## src/rtl/seq_addsub.sv

```systemverilog
// seq_addsub: multi-cycle adder/subtractor that processes CHUNK bits per clock,
// LSB chunk first, with the inter-chunk carry held in a register.
// CHUNK must divide WIDTH exactly; NCH = WIDTH/CHUNK cycles per operation.
module seq_addsub #(
    parameter int unsigned WIDTH = 16,
    parameter int unsigned CHUNK = 4
) (
    input  logic             clk,
    input  logic             rst_n,
    input  logic             start,
    input  logic             mode,
    input  logic [WIDTH-1:0] a,
    input  logic [WIDTH-1:0] b,
    input  logic             cin,
    output logic             busy,
    output logic             done,
    output logic [WIDTH-1:0] sum,
    output logic             cout,
    output logic             ovf,
    output logic             zero
);

    localparam int unsigned NCH  = WIDTH / CHUNK;
    localparam int unsigned IDXW = (NCH > 1) ? $clog2(NCH) : 1;

    typedef enum logic {
        S_IDLE = 1'b0,
        S_RUN  = 1'b1
    } state_t;

    state_t r_state;
    state_t w_state_nxt;

    logic w_load;
    logic w_step;
    logic w_last;

    // Operands shift right one chunk per step so the active slice is always at the bottom
    logic [WIDTH-1:0] r_a;
    logic [WIDTH-1:0] r_b;
    logic [WIDTH-1:0] r_acc;
    logic             r_carry;
    logic [IDXW-1:0]  r_idx;

    logic             r_busy;
    logic             r_done;
    logic [WIDTH-1:0] r_sum;
    logic             r_cout;
    logic             r_ovf;
    logic             r_zero;

    logic [CHUNK-1:0] w_a_sl;
    logic [CHUNK-1:0] w_b_sl;
    logic [CHUNK-1:0] w_slice;
    logic             w_cout;
    logic             w_ovf;
    logic [WIDTH-1:0] w_acc_nxt;

    assign w_a_sl = r_a[CHUNK-1:0];
    assign w_b_sl = r_b[CHUNK-1:0];

    // One chunk of the carry chain
    assign {w_cout, w_slice} = (CHUNK+1)'(w_a_sl) + (CHUNK+1)'(w_b_sl) + (CHUNK+1)'(r_carry);

    // Carry into the slice MSB is a^b^s at that bit; overflow is that XOR the carry out
    assign w_ovf = w_a_sl[CHUNK-1] ^ w_b_sl[CHUNK-1] ^ w_slice[CHUNK-1] ^ w_cout;

    // Result slices enter at the top and move down, so after NCH steps the word is aligned
    assign w_acc_nxt = (r_acc >> CHUNK) | (WIDTH'(w_slice) << (WIDTH - CHUNK));

    // State register
    always_ff @(posedge clk) begin
        if (!rst_n) begin
            r_state <= S_IDLE;
        end else begin
            r_state <= w_state_nxt;
        end
    end

    // Next-state and datapath control decode
    always_comb begin
        w_state_nxt = r_state;
        w_load      = 1'b0;
        w_step      = 1'b0;
        w_last      = 1'b0;
        case (r_state)
            S_IDLE: begin
                if (start) begin
                    w_load      = 1'b1;
                    w_state_nxt = S_RUN;
                end
            end
            S_RUN: begin
                w_step = 1'b1;
                if (r_idx == IDXW'(NCH - 1)) begin
                    w_last      = 1'b1;
                    w_state_nxt = S_IDLE;
                end
            end
            default: w_state_nxt = S_IDLE;
        endcase
    end

    // Operand capture, per-chunk accumulation and result/flag registers
    always_ff @(posedge clk) begin
        if (!rst_n) begin
            r_a     <= '0;
            r_b     <= '0;
            r_acc   <= '0;
            r_carry <= 1'b0;
            r_idx   <= '0;
            r_busy  <= 1'b0;
            r_done  <= 1'b0;
            r_sum   <= '0;
            r_cout  <= 1'b0;
            r_ovf   <= 1'b0;
            r_zero  <= 1'b0;
        end else begin
            r_busy <= (w_state_nxt == S_RUN);
            r_done <= w_last;
            if (w_load) begin
                r_a     <= a;
                r_b     <= mode ? ~b : b;
                r_carry <= mode ? 1'b1 : cin;
                r_idx   <= '0;
            end
            if (w_step) begin
                r_a     <= r_a >> CHUNK;
                r_b     <= r_b >> CHUNK;
                r_acc   <= w_acc_nxt;
                r_carry <= w_cout;
                r_idx   <= r_idx + IDXW'(1);
            end
            if (w_last) begin
                r_sum  <= w_acc_nxt;
                r_cout <= w_cout;
                r_ovf  <= w_ovf;
                r_zero <= (w_acc_nxt == '0);
            end
        end
    end

    assign busy = r_busy;
    assign done = r_done;
    assign sum  = r_sum;
    assign cout = r_cout;
    assign ovf  = r_ovf;
    assign zero = r_zero;

endmodule

```

## config.mk

```make
export PLATFORM = sky130hd
export DESIGN_NAME = seq_addsub
export DESIGN_NICKNAME = d
export VERILOG_FILES = /design/src/rtl/seq_addsub.sv
export SDC_FILE = /design/constraint.sdc
export NUM_CORES = 1
export LEC_CHECK = 0
export CORE_MARGIN = 2
export CORE_UTILIZATION = 45
export CTS_BUF_LIST = sky130_fd_sc_hd__clkbuf_4
export DETAILED_ROUTE_END_ITERATION = 10
export PLACE_DENSITY = 0.68
export SYNTH_ARGS = -nofsm -noshare
export SYNTH_HDL_FRONTEND = slang
export SYNTH_SLANG_ARGS = --single-unit
```

## constraint.sdc

```tcl
create_clock -name clk -period 6.7 [get_ports clk]
set_input_delay 0.67 -clock clk [delete_from_list [all_inputs] [get_ports clk]]
set_output_delay 0.67 -clock clk [all_outputs]
set_load 0.05 [all_outputs]
```

* Yosys cells after proc, flatten, opt, wreduce, memory -nomap -nowiden *
Cells that the tools add are included.

storage, ports and cells
  word-level logic and storage cells = 44
  output and inout bits = 21
  register bits = 72
  input port bits = 37

cells by class
  multiplexer cells = 17
  bitwise operators = 7
  reduce and logical (&&, ||, !) cells = 3
  eq/ne operators = 1
  $add $sub $neg = 3

operator list
  cell                                                            number
  12-bit two-way mux                                              4
  16-bit zero test                                                1
  16-bit two-way mux                                              1
  16-bit NOT                                                      1
  12-bit by 16-bit OR with 16-bit output                          1
  1-bit two-way mux                                               9
  4-bit by 4-bit adder with 5-bit output                          1
  5-bit by 1-bit adder with 5-bit output                          1
  2-bit two-way mux                                               2
  1-bit XOR                                                       3
  2-bit by 1-bit adder with 2-bit output (second input constant)  1
  2-bit equality test (second input constant)                     1
  1-bit NOT                                                       2
  1-bit case mux with 2 select lines                              1
  2-bit nonzero test                                              1
  2-bit OR reduction                                              1

* Logic depth before layout (Yosys ltp) *
  depth after elaboration = 4
  depth in mapped cells = 7
  mapped depth without buffers = 6

* Least setup slack after synthesis *
Ideal clock, no wire load.

  kind = register to register
  start = register r_a[0]
  end = register r_zero, in the netlist zero
  cell stages (with the launch flop) = 7
  library setup time = 0.069 ns
  data arrival time = 2.038 ns
  slack = 4.593 ns
  clock period less this slack = 2.107 ns
  path buffers = 0
  required time = 6.631 ns
  path through = dfxtp_1 > fa_1 > fa_1 > nor4_1 > nand4_1 > or4_1 > o21ai_1

on the way
  cells in the longest elaborated chain, start to end = 4

RTL lines
  item                                    line  source
  start: declaration                      39    logic [WIDTH-1:0] r_a;
  start signal: assignment                128   r_a <= r_a >> CHUNK;
  4-bit by 4-bit adder with 5-bit output  63    assign {w_cout, w_slice} = (CHUNK+1)'(w_a_sl) + (CHUNK+1)'(w_b_sl) + (CHUNK+1)'(r_carry);
  5-bit by 1-bit adder with 5-bit output  63
  12-bit by 16-bit OR with 16-bit output  69    assign w_acc_nxt = (r_acc >> CHUNK) | (WIDTH'(w_slice) << (WIDTH - CHUNK));
  net w_acc_nxt[13]                       57    logic [WIDTH-1:0] w_acc_nxt;
  16-bit zero test                        138   r_zero <= (w_acc_nxt == '0);
  end signal: assignment                  138
  end: declaration                        50    logic r_zero;

The timed path passes the listed nets, and every way through them passes these cells.
A chain may end at the register's enable or synchronous reset.

* Worst setup path in the final report *
  start = register r_busy, in the netlist busy
  end = output busy

RTL lines
  item                      line  source
  start: declaration        45    logic r_busy;
  start signal: assignment  119   r_busy <= (w_state_nxt == S_RUN);
  end: declaration          15    output logic busy,

No word-level cell between the ends.

==> summary.txt <==
Status
  – Status: finished clean

Critical path
  – Worst setup path start: busy
  – Crit path capture: busy
  – CP Launch Type: register
  – Worst setup EP type: primary output
  – Crit Path Category: register to primary output
  – Setup slack, reg-to-reg: 4.43 ns
  – Worst EP required: 6.03 ns
  – Worst r2r src: r_a[0]
  – CP max FO: 46
  – Crit-path slowest cell: clkdlybuf4s50_1
  – Worst R2R Path Depth: 6
  – Critical path, cell by cell: buf_4, clkdlybuf4s50_1
  – CP arrival: 2.07 ns
  – R2R Path End: zero
  – CP max stage delay: 0.90 ns

Floorplanning
  – I/O Pins: 58
  – Starting Density: 46.2%
  – Overall die area: 7100 um^2
  – Die Ht: 84.3 um
  – Core box area: 6280 um^2
  – Die width: 84.3 um
  – # rows: 29

Clocking
  – Cts repair resizes: 0
  – # Post-CTS Setup Buffers: 0
  – CTS tree: built
  – CTS Sinks: 68
  – Clock Tree Root: clkbuf_4
  – H-tree levels: 3
  – Clock buffer depth: 2
  – Clock buffer count from CTS: 9
  – # hold bufs at CTS: 0
  – Clk_lat worst skew: 0.40 ns
  – Clock transition at path regs: 0.11 ns

Logic synthesis
  – Mapped Nets: 335
  – Synth area leaders: dfxtp_1 47%, mux2i_1 9.0%, xnor2_1 5.7%
  – Synth Instances: 292
  – Syn Std Cell Area: 2900 um^2
  – Post-synth cell types: 34
  – Ys async rst share: 0%
  – Area leader, netlist: dfxtp_1
  – Post-synth top area share: 46.9%
  – Sequential fraction of the synthesis area: 46.9%
  – Syn avg cell area: 9.93 um^2
  – #FFs+latches synth: 68
  – EDFF count, synth: 0
  – Ys Warns: 0
  – Synth Flop Type: dfxtp_1

STA
  – Min Tclk post-route: 2.74 ns
  – Max Slew Vio Count: 0
  – Post-Route Skew: 0.0140 ns
  – Fin crit share: 40.9%
  – Fmax: 365 MHz
  – Slew headroom: 28.6%
  – Unrepaired setup endpoints after global routing: false
  – Setup TNS: 0 ns
  – Endpoints failing hold: 0
  – Setup-failing EPs final: 0
  – Actual slew at the worst max-slew pin: 1.07 ns

Power and ir drop
  – Total power: 0.770 mW
  – Reg power frac: 56.9%
  – Leakage power: 1.50 nW
  – Clock power share: 27.6%
  – Combinational power share: 15.6%
  – Net Sw Frac: 26.6%
  – Total internal power: 0.566 mW
  – Power Density: 215 nW/um^2
  – VDD IR max: 0.000106 V
  – P_sw: 0.204 mW

Global routing
  – Total grt overflow: 0
  – Global-route wire length before repair: 9.69 mm
  – Vias in the first global route: 1992
  – Tot GR Track Use: 17.0%
  – Initial antenna violation count: 0
  – Largest net degree at the start of global routing: 54

Drt
  – Router iterations before antenna repair: 6
  – DRC violation count after routing: 0
  – DRC violation total after the first TritonRoute iteration: 73
  – DR vias: 2185
  – Wirelength per Cell: 13.4 um
  – Via density: 5.21
  – Final WL: 5.60 mm
  – DRT antenna net count: 0

Job
  – Max Cap Viol: 0

Final layout
  – Non-filler cells, final: 419
  – Antenna diode count: 0
  – # fillers: 590
  – Synth-to-Final Area Change: 23.2%
  – Fraction of layout cells with a size suffix above 1: 5.26%
  – # nets final: 381

Placement
  – Placer congestion estimate: 0.744
  – Hpwl dp: 3.76 mm
  – Inst Count DP: 404
  – Port buffer count: 57

Min path
  – Hold Crit Class: register to register
routing by layer:
| layer | share of wire [%] | global-route usage (%) | wire, um | vias to the layer above |
|---|---|---|---|---|
| met5 | 0 | 0 | 0 | - |
| met4 | 1.4 | 6.30 | 78 | 0 |
| met3 | 5.9 | 5.41 | 329 | 8 |
| met2 | 42 | 24.2 | 2350 | 54 |
| met1 | 51 | 24.1 | 2840 | 1004 |
| li1 | - | - | - | 1119 |
worst max-delay path, delay by kind of cell (launching register included):
kind / cells / cell delay (ns)
buffers and inverters: 2 / 1.34
flip-flops: 1 / 0.32
cells by family after synthesis:
group	count (synthesis)	share of synthesized area [%]
compound gates	70	18.2
mux	26	8.97
buf+inv	26	3.84
flops	68	46.9
fa+ha+maj	6	3.11
xor+xnor	19	5.74
simple gates	77	13.2
cells in the mapped netlist (4+ instances only):
cell type and count:
dfxtp_1 68, mux2i_1 26, nor2b_1 23, nor2_1 21, nand2_1 20, xnor2_1 19
a211oi_1 16, a21oi_1 15, a22o_1 13, clkbuf_1 13, o211a_1 13, buf_2 7
ha_1 4, o21ai_0 4
power groups by stage:
| stage | logic [mW] | registers (mW) | clock network, mW |
|---|---|---|---|
| final | 0.120 | 0.438 | 0.212 |
| after CTS | 0.121 | 0.438 | 0.222 |
| after global routing | 0.135 | 0.441 | 0.243 |
| after global placement | 0.118 | 0.447 | 0 |
| after floorplan | 0.0833 | 0.444 | 0 |
| after detailed placement | 0.120 | 0.447 | 0 |
flip-flops by register name, summed over array words and instances, names as in the netlist:
| signal | flops |
|---|---|
| zero | 1 |
| r_acc | 12 |
| sum | 16 |
| r_b | 16 |
| r_carry | 1 |
| busy | 1 |
| r_a | 16 |
| ovf | 1 |
| done | 1 |
| r_idx | 2 |
| cout | 1 |
how the worst min path moves through the flow:
stage,from,to,slack [ns],cells after the start
final,zero,zero,0.46,2
after global routing,zero,zero,0.49,2
after CTS,zero,zero,0.47,2
after detailed placement,zero,zero,0.45,2
after global placement,zero,zero,0.44,2
after floorplan,r_a[4],r_a[0],0.45,1
through the flow:
stage | cell area, um^2 | utilization [%] | setup WS, ns | hold WS (ns)
2_1_floorplan | 2900 | - | 4.59 | 0.453
4_1_cts | 3570 | 56.9 | 3.94 | 0.466
3_3_place_gp | 3470 | 55.3 | 3.93 | 0.445
6_report | 3570 | 56.9 | 3.96 | 0.463
3_5_place_dp | 3470 | 55.3 | 3.86 | 0.451
5_1_grt | 3570 | 56.9 | 3.85 | 0.492
cell usage in the layout (no fill, tap or decap), drive strengths merged:
cell           synthesis  final
a211oi                16     16
a21boi                 1      1
a21o                   2      2
a21oi                 15     15
a22o                  14     14
a31o                   1      1
and2                   2      2
and3                   1      1
buf                   10      3
clkbuf                14     11
clkdlybuf4s50          0     56
clkinv                 0      4
dfxtp                 68     68
fa                     2      2
ha                     4      4
inv                    2      2
mux2i                 26     26
nand2                 20     20
nand2b                 1      1
nand3                  2      2
nand4                  1      1
nor2                  21     21
nor2b                 23     23
nor3b                  2      2
nor4                   2      2
o211a                 13     13
o21a                   2      2
o21ai                  5      5
o221ai                 1      1
or4                    2      2
xnor2                 19     19
area by class of cell:
class / instances / area (um^2) / area share [%]
Tap cell: 77 / 96.3 / 2.70
Clock buffer: 11 / 82.6 / 2.31
Multi-Input combinational cell: 198 / 1430 / 40.0
Sequential cell: 68 / 1360 / 38.1
Clock inverter: 4 / 17.5 / 0.490
Inverter: 2 / 7.51 / 0.210
Timing Repair Buffer: 59 / 581 / 16.2
Power figures use the tool's default switching activity.
